$ cat src/rtl/imem_loader.sv
`default_nettype none
// ============================================================================
//  Module      : imem_loader
//  Description : Boot-time loader. Parses a 16-bit word-count header from a
//                byte stream, assembles little-endian words and writes them
//                into instruction memory while holding the CPU in reset.
//  Revision    : 1.0  initial release
// ============================================================================
module imem_loader #(
    parameter int WIDTH = 32,
    parameter int DEPTH = 64
) (
    input  logic             clk,
    input  logic             rst_n,
    input  logic             start,
    input  logic [7:0]       byte_in,
    input  logic             byte_valid,
    output logic             byte_ready,
    output logic             we,
    output logic [WIDTH-1:0] waddr,
    output logic [WIDTH-1:0] wdata,
    output logic             cpu_hold,
    output logic             done,
    output logic             error
);

    localparam int          IW      = $clog2(DEPTH + 1);
    localparam logic [15:0] c_depth = 16'(DEPTH);

    typedef enum logic [2:0] {
        S_IDLE   = 3'd0,
        S_HDR_LO = 3'd1,
        S_HDR_HI = 3'd2,
        S_DATA   = 3'd3,
        S_WRITE  = 3'd4,
        S_DONE   = 3'd5,
        S_ERR    = 3'd6
    } state_t;

    state_t          r_state;
    logic [15:0]     r_count;
    logic [IW-1:0]   r_word_idx;
    logic [1:0]      r_byte_cnt;
    logic [23:0]     r_asm;
    logic            r_armed;

    logic            w_xfer;
    logic            w_start;
    logic [15:0]     w_count_full;
    logic [IW-1:0]   w_idx_next;
    logic [WIDTH-1:0] w_waddr;

    assign w_xfer       = byte_valid && byte_ready;
    // A start seen on the first edge after reset release is not honoured.
    assign w_start      = start && r_armed;
    assign w_count_full = {byte_in, r_count[7:0]};
    assign w_idx_next   = r_word_idx + 1'b1;
    assign w_waddr      = WIDTH'(r_word_idx) << 2;

    always_ff @(posedge clk or negedge rst_n) begin
        if (!rst_n) begin
            r_state    <= S_IDLE;
            r_count    <= 16'd0;
            r_word_idx <= '0;
            r_byte_cnt <= 2'd0;
            r_asm      <= 24'd0;
            r_armed    <= 1'b0;
            byte_ready <= 1'b0;
            we         <= 1'b0;
            waddr      <= '0;
            wdata      <= '0;
            cpu_hold   <= 1'b1;
            done       <= 1'b0;
            error      <= 1'b0;
        end else begin
            r_armed <= 1'b1;
            we      <= 1'b0;
            case (r_state)
                S_IDLE: begin
                    r_word_idx <= '0;
                    r_byte_cnt <= 2'd0;
                    done       <= 1'b0;
                    error      <= 1'b0;
                    cpu_hold   <= 1'b1;
                    if (w_start) begin
                        r_state    <= S_HDR_LO;
                        byte_ready <= 1'b1;
                    end
                end
                S_HDR_LO: begin
                    if (w_xfer) begin
                        r_count[7:0] <= byte_in;
                        r_state      <= S_HDR_HI;
                    end
                end
                S_HDR_HI: begin
                    if (w_xfer) begin
                        r_count <= w_count_full;
                        if ((w_count_full == 16'd0) || (w_count_full > c_depth)) begin
                            r_state    <= S_ERR;
                            error      <= 1'b1;
                            byte_ready <= 1'b0;
                        end else begin
                            r_state <= S_DATA;
                        end
                    end
                end
                S_DATA: begin
                    if (w_xfer) begin
                        if (r_byte_cnt == 2'd3) begin
                            we         <= 1'b1;
                            wdata      <= WIDTH'({byte_in, r_asm});
                            waddr      <= w_waddr;
                            byte_ready <= 1'b0;
                            r_state    <= S_WRITE;
                        end else begin
                            r_asm      <= {byte_in, r_asm[23:8]};
                            r_byte_cnt <= r_byte_cnt + 2'd1;
                        end
                    end
                end
                S_WRITE: begin
                    r_word_idx <= w_idx_next;
                    r_byte_cnt <= 2'd0;
                    if (16'(w_idx_next) == r_count) begin
                        r_state  <= S_DONE;
                        done     <= 1'b1;
                        cpu_hold <= 1'b0;
                    end else begin
                        r_state    <= S_DATA;
                        byte_ready <= 1'b1;
                    end
                end
                S_DONE, S_ERR: begin
                    if (w_start) begin
                        r_state    <= S_HDR_LO;
                        byte_ready <= 1'b1;
                        cpu_hold   <= 1'b1;
                        done       <= 1'b0;
                        error      <= 1'b0;
                        r_word_idx <= '0;
                        r_byte_cnt <= 2'd0;
                    end
                end
                default: begin
                    r_state    <= S_IDLE;
                    byte_ready <= 1'b0;
                end
            endcase
        end
    end

endmodule
`default_nettype wire

$ cat config.mk
export PLATFORM = sky130hd
export DESIGN_NAME = imem_loader
export DESIGN_NICKNAME = d
export VERILOG_FILES = /design/src/rtl/imem_loader.sv
export SDC_FILE = /design/constraint.sdc
export NUM_CORES = 1
export LEC_CHECK = 0
export CAP_MARGIN = 20
export CORE_ASPECT_RATIO = 2
export CORE_MARGIN = 2
export CORE_UTILIZATION = 47
export DETAILED_ROUTE_END_ITERATION = 10
export GPL_ROUTABILITY_DRIVEN = 0
export PLACE_DENSITY = 0.76
export SKIP_CTS_REPAIR_TIMING = 1
export SLEW_MARGIN = 20
export SYNTH_ARGS = -nofsm -noshare
export SYNTH_HDL_FRONTEND = slang
export SYNTH_SLANG_ARGS = --single-unit
$ cat constraint.sdc
create_clock -name clk -period 2.1 [get_ports clk]
set_input_delay 0.42 -clock clk [delete_from_list [all_inputs] [get_ports clk]]
set_output_delay 0.42 -clock clk [all_outputs]
set_load 0.01 [all_outputs]
# After elaboration in Yosys (flattened, before gate mapping)
# Cells that the tools add are included.
# word_totals
regBits	97
latchBits	0
ram_bits	0
romBits	0
inputBits	12
elab_cells	93
n_memories	0
# op_classes
addsub	2
multipliers	0
n_div	0
n_lt_le_gt_ge	1
n_eq_ne	18
shifts	0
mux	34
bitwise	3
reduce_logical	21
# op_table
op	n
$mux 3	7
$pmux 7 s3	1
$ne 2x2->1 const B	9
$eq 7x16->1	1
$gt 16x7->1 const B	1
$logic_not 16->1	1
$pmux 8 s2	1
$pmux 3 s5	1
$mux 1	14
$reduce_and 3->1	4
$eq 3x3->1 const B	3
$pmux 1 s3	3
$reduce_bool 3->1	3
$mux 8	1
$reduce_and 4->1	2
$add 7x1->7 const B	1
$mux 7	1
$reduce_and 7->1	1
$eq 3x2->1 const B	2
$mux 2	3
$pmux 2 s3	1
$pmux 1 s5	1
$reduce_and 5->1	1
$reduce_and 2->1	2
10 further kinds	14

# Depth between registers and ports, before layout
# logic_depth
ltp_word	5
ltp_mapped	7
depth_no_buf	7

# Worst setup path after synthesis
# OpenSTA, ideal clock, no wires.
# synth_timing
kind	register -> register
from	register r_word_idx[0]
to	register r_state[2]
t_arrival_ns	2.057
setup_slack_ns	-0.021
path_stages_with_launch	8
synth_period_minus_slack_ns	2.121
path_cell_list	dfrtp_1 > ha_1 > nand3_2 > nor2_1 > xnor2_1 > or4b_1 > nor4b_1 > or2_2
# synth_via
elab_chain_len	4
# synth_rtl
element	line_no	rtl
start: declaration	42	logic [IW-1:0] r_word_idx;
start signal: assignment	123	r_word_idx <= w_idx_next;
$add 7x1->7	57	assign w_idx_next = r_word_idx + 1'b1;
$eq 7x16->1	125	if (16'(w_idx_next) == r_count) begin
$mux 3	125	
$pmux 3 s5	78	case (r_state)
end signal: assignment	62	r_state <= S_IDLE;
end signal: assignment	126	r_state <= S_DONE;
end signal: assignment	130	r_state <= S_DATA;
end: declaration	40	state_t r_state;
# Every way passes these cells.
# A chain may end at the register's enable or synchronous reset.

# Final worst setup path
# layout_timing
from	register r_word_idx[1]
to	register done
# layout_via
elab_chain_len	4
# layout_rtl
element	line_no	rtl
$add 7x1->7	57	
$eq 7x16->1	125	
$ne 2x2->1 (no line)	--	
$reduce_and 3->1 (no line)	--	
end signal: assignment	73	done <= 1'b0;
end signal: assignment	127	done <= 1'b1;
end signal: assignment	139	done <= 1'b0;
end: declaration	23	output logic done,
# Every way passes these cells.

==> impl_metrics.yaml <==
timing:
  hold_violations: 0
  layout_setup_ws_ns: -0.0163
  max_freq_mhz: 473
  finClkSkew_ns: 0.00677
  rsz0062_at_grt: "yes"
  setup_violations: 2
  hold_ws_ns: 0.469
  tns_ns: -0.0169
  fin_crit_ns: 2.12
  slew_viol_final: 0
  fin_crit_sh_pct: 101
yosys:
  seq_area_frac_synth_pct: 56.4
  syn_area_per_cell_um2: 12.9
  syn_area_um2: 4310
  synth_area_leaders: "dfrtp_1 (56%), mux2_2 (21%), buf_4 (4.4%), nand2_1 (1.5%), xnor2_1 (1.2%)"
  synth_edf_count: 0
  ys_seq_elements: 97
  async_reset_ff_share_pct: 100
  ys.warnings.count: 0
  ys_types: 46
  synth_area_leader_cell: "dfrtp_1"
  netlist.area_leader.share_pct: 55.7
  synthFlopType: "dfrtp_1"
  synthCells: 333
setup_path:
  cp.required_ns: 2.37
  path_class: "reg2reg"
  critPathArrivalTime_ns: 2.38
  cp_max_fo: 4
  ff2ff_path_depth: 8
  cp-start-kind: "register"
  worstSetupEndpointType: "register"
grt:
  grt_antenna_before_repair: 0
  grt_pass1_wl_um: 15500
  grt_use_total_pct: 19.9
  overflow: 0
  grt_max_degree: 84
  grt_pass1_vias: 3153
cts:
  clockRootBuffer: "clkbuf_16"
  cts.clk_slew.worst_paths_ns: 0.07
  h-tree-depth: 3
  cts_tree: "yes"
  clock_latency_ns: 0.34
  cts_buffers: 9
  clockBufferDepth: 2
  cts.sinks: 97
pwr:
  switching_share_pct: 31.1
  p_int_mw: 4.51
  p_sw_mw: 2.04
  p_comb_share_pct: 30.3
  leakage_nw: 2.59
  ir_drop_uv: 874
  power_density_nw_per_um2: 1160
  share_clk_of_total_power_pct: 25.5
  power_frac_seq_pct: 44.2
  p_total_mw: 6.55
placement:
  placed_cells: 510
  portBuffers: 55
  dp_hpwl_um: 6320
floorplan:
  placeableCoreArea_um2: 8950
  io_pins: 81
  start_util_pct: 48.1
  dieHeight_um: 139
  die_area_um2: 10000
  rows: 49
  dieWidth_um: 71.7
route:
  drt-initial-drc-count: 165
  vias_per_cell: 5.53
  wl_um: 9380
  routedWlPerCell_um: 17.6
  ant_nets: 0
  drc: 0
  route.vias.total: 2950
  firstDrtPassIters: 4
cells_and_area:
  final_cell_mix: "dfrtp_1 (96), mux2_2 (79), clkdlybuf4s50_1 (50)"
  area_growth_syn_to_layout_pct: 30.7
  stdcell_count: 533
  drive_gt1_share_pct: 37.1
  finalCoreUtilization_pct: 62.9
  antenna_cells: 0
  nets: 440
  layout_commonest_cell: "dfrtp_1"
worst_hold_path:
  min_path_type: "in2async"
status:
  violations: "setup timing"
  status: "finished with violations"
run:
  max_cap_violations: 0
[cell usage after synthesis (5+ instances only)]
library cell / count
dfrtp_1: 96
xor2_1: 5
buf_4: 25
nand2_1: 17
nor2_1: 12
o21ai_0: 10
mux2_2: 79
nor3_1: 6
xnor2_1: 6
buf_2: 8
[layout make-up]
type / count / area, um2
clock buffer: 12 / 256
sequential: 97 / 2430
multi-input combinational: 218 / 1830
fill: 640 / 3320
tap: 102 / 128
timing repair buffer: 97 / 926
clock inverter: 4 / 51.3
inverter: 3 / 11.3
[worst paths after layout]
| kind | to | slack (ns) | start |
|---|---|---|---|
| max | done | -0.02 | r_word_idx[1] |
| min | wdata[28] | 0.47 | rst_n |
| min reg2reg | cpu_hold | 0.50 | cpu_hold |
| max reg2reg | done | -0.02 | r_word_idx[1] |
| max in group asynchronous | cpu_hold | 0.92 | rst_n |
| min in group clk | r_count[6] | 0.48 | byte_in[6] |
[registers in the layout, summed over array words and instances, names as in the netlist]
register / cells
waddr: 7
r_asm: 24
wdata: 32
r_word_idx: 7
error: 1
byte_ready: 1
r_count: 16
r_byte_cnt: 2
we: 1
r_state: 3
cpu_hold: 1
r_armed: 1
done: 1
[power by group through the flow]
stage          Sequential, mW  Clock [mW]  Combinational, mW
3_3_place_gp             2.82           0               1.72
5_1_grt                  2.98        1.78               2.15
2_1_floorplan            2.73           0               1.25
6_report                 2.90        1.67               1.98
3_5_place_dp             2.85           0               1.78
4_1_cts                  2.84        1.71               1.82
[worst max-delay path, stage by stage (launching register included)]
cell      delay (ns)
dfrtp_1         0.40
ha_4            0.19
nand3_4         0.11
nor2_4          0.13
xnor2_2         0.13
or4b_4          0.50
nor4b_4         0.30
buf_4           0.17
o21bai_1        0.10
[through the flow]
stage               setup slack (ns)  instance area (um2)
global placement              -0.371                 5130
floorplan                     0.0495                 4410
finish                       -0.0163                 5630
CTS                           -0.144                 5440
global route                 -0.0958                 5630
detailed placement            -0.419                 5130
[metal layers]
| metal | part of all wire [%] | global-route usage [%] | wire length, um |
|---|---|---|---|
| met1 | 36 | 21.6 | 3350 |
| met2 | 56 | 34.8 | 5240 |
| met3 | 4.9 | 4.85 | 464 |
| met4 | 3.5 | 10.4 | 330 |
| met5 | 0 | 0 | 0 |
[cell families (layout without fill, tap and decap cells)]
kind of cell | count (synthesis) | after routing | share of synthesized area (%)
DFF | 97 | 97 | 56.4
muxes | 79 | 79 | 20.6
and+or+nand+nor | 63 | 63 | 7.81
buffers and inverters | 42 | 116 | 6.53
AOI/OAI and AO/OA | 37 | 37 | 5.66
xor gates and xnor gates | 11 | 11 | 2.24
adders and majority gates | 2 | 2 | 0.581
other | 2 | 26 | 0.174
Note: power is estimated with default switching activity, not from simulation.
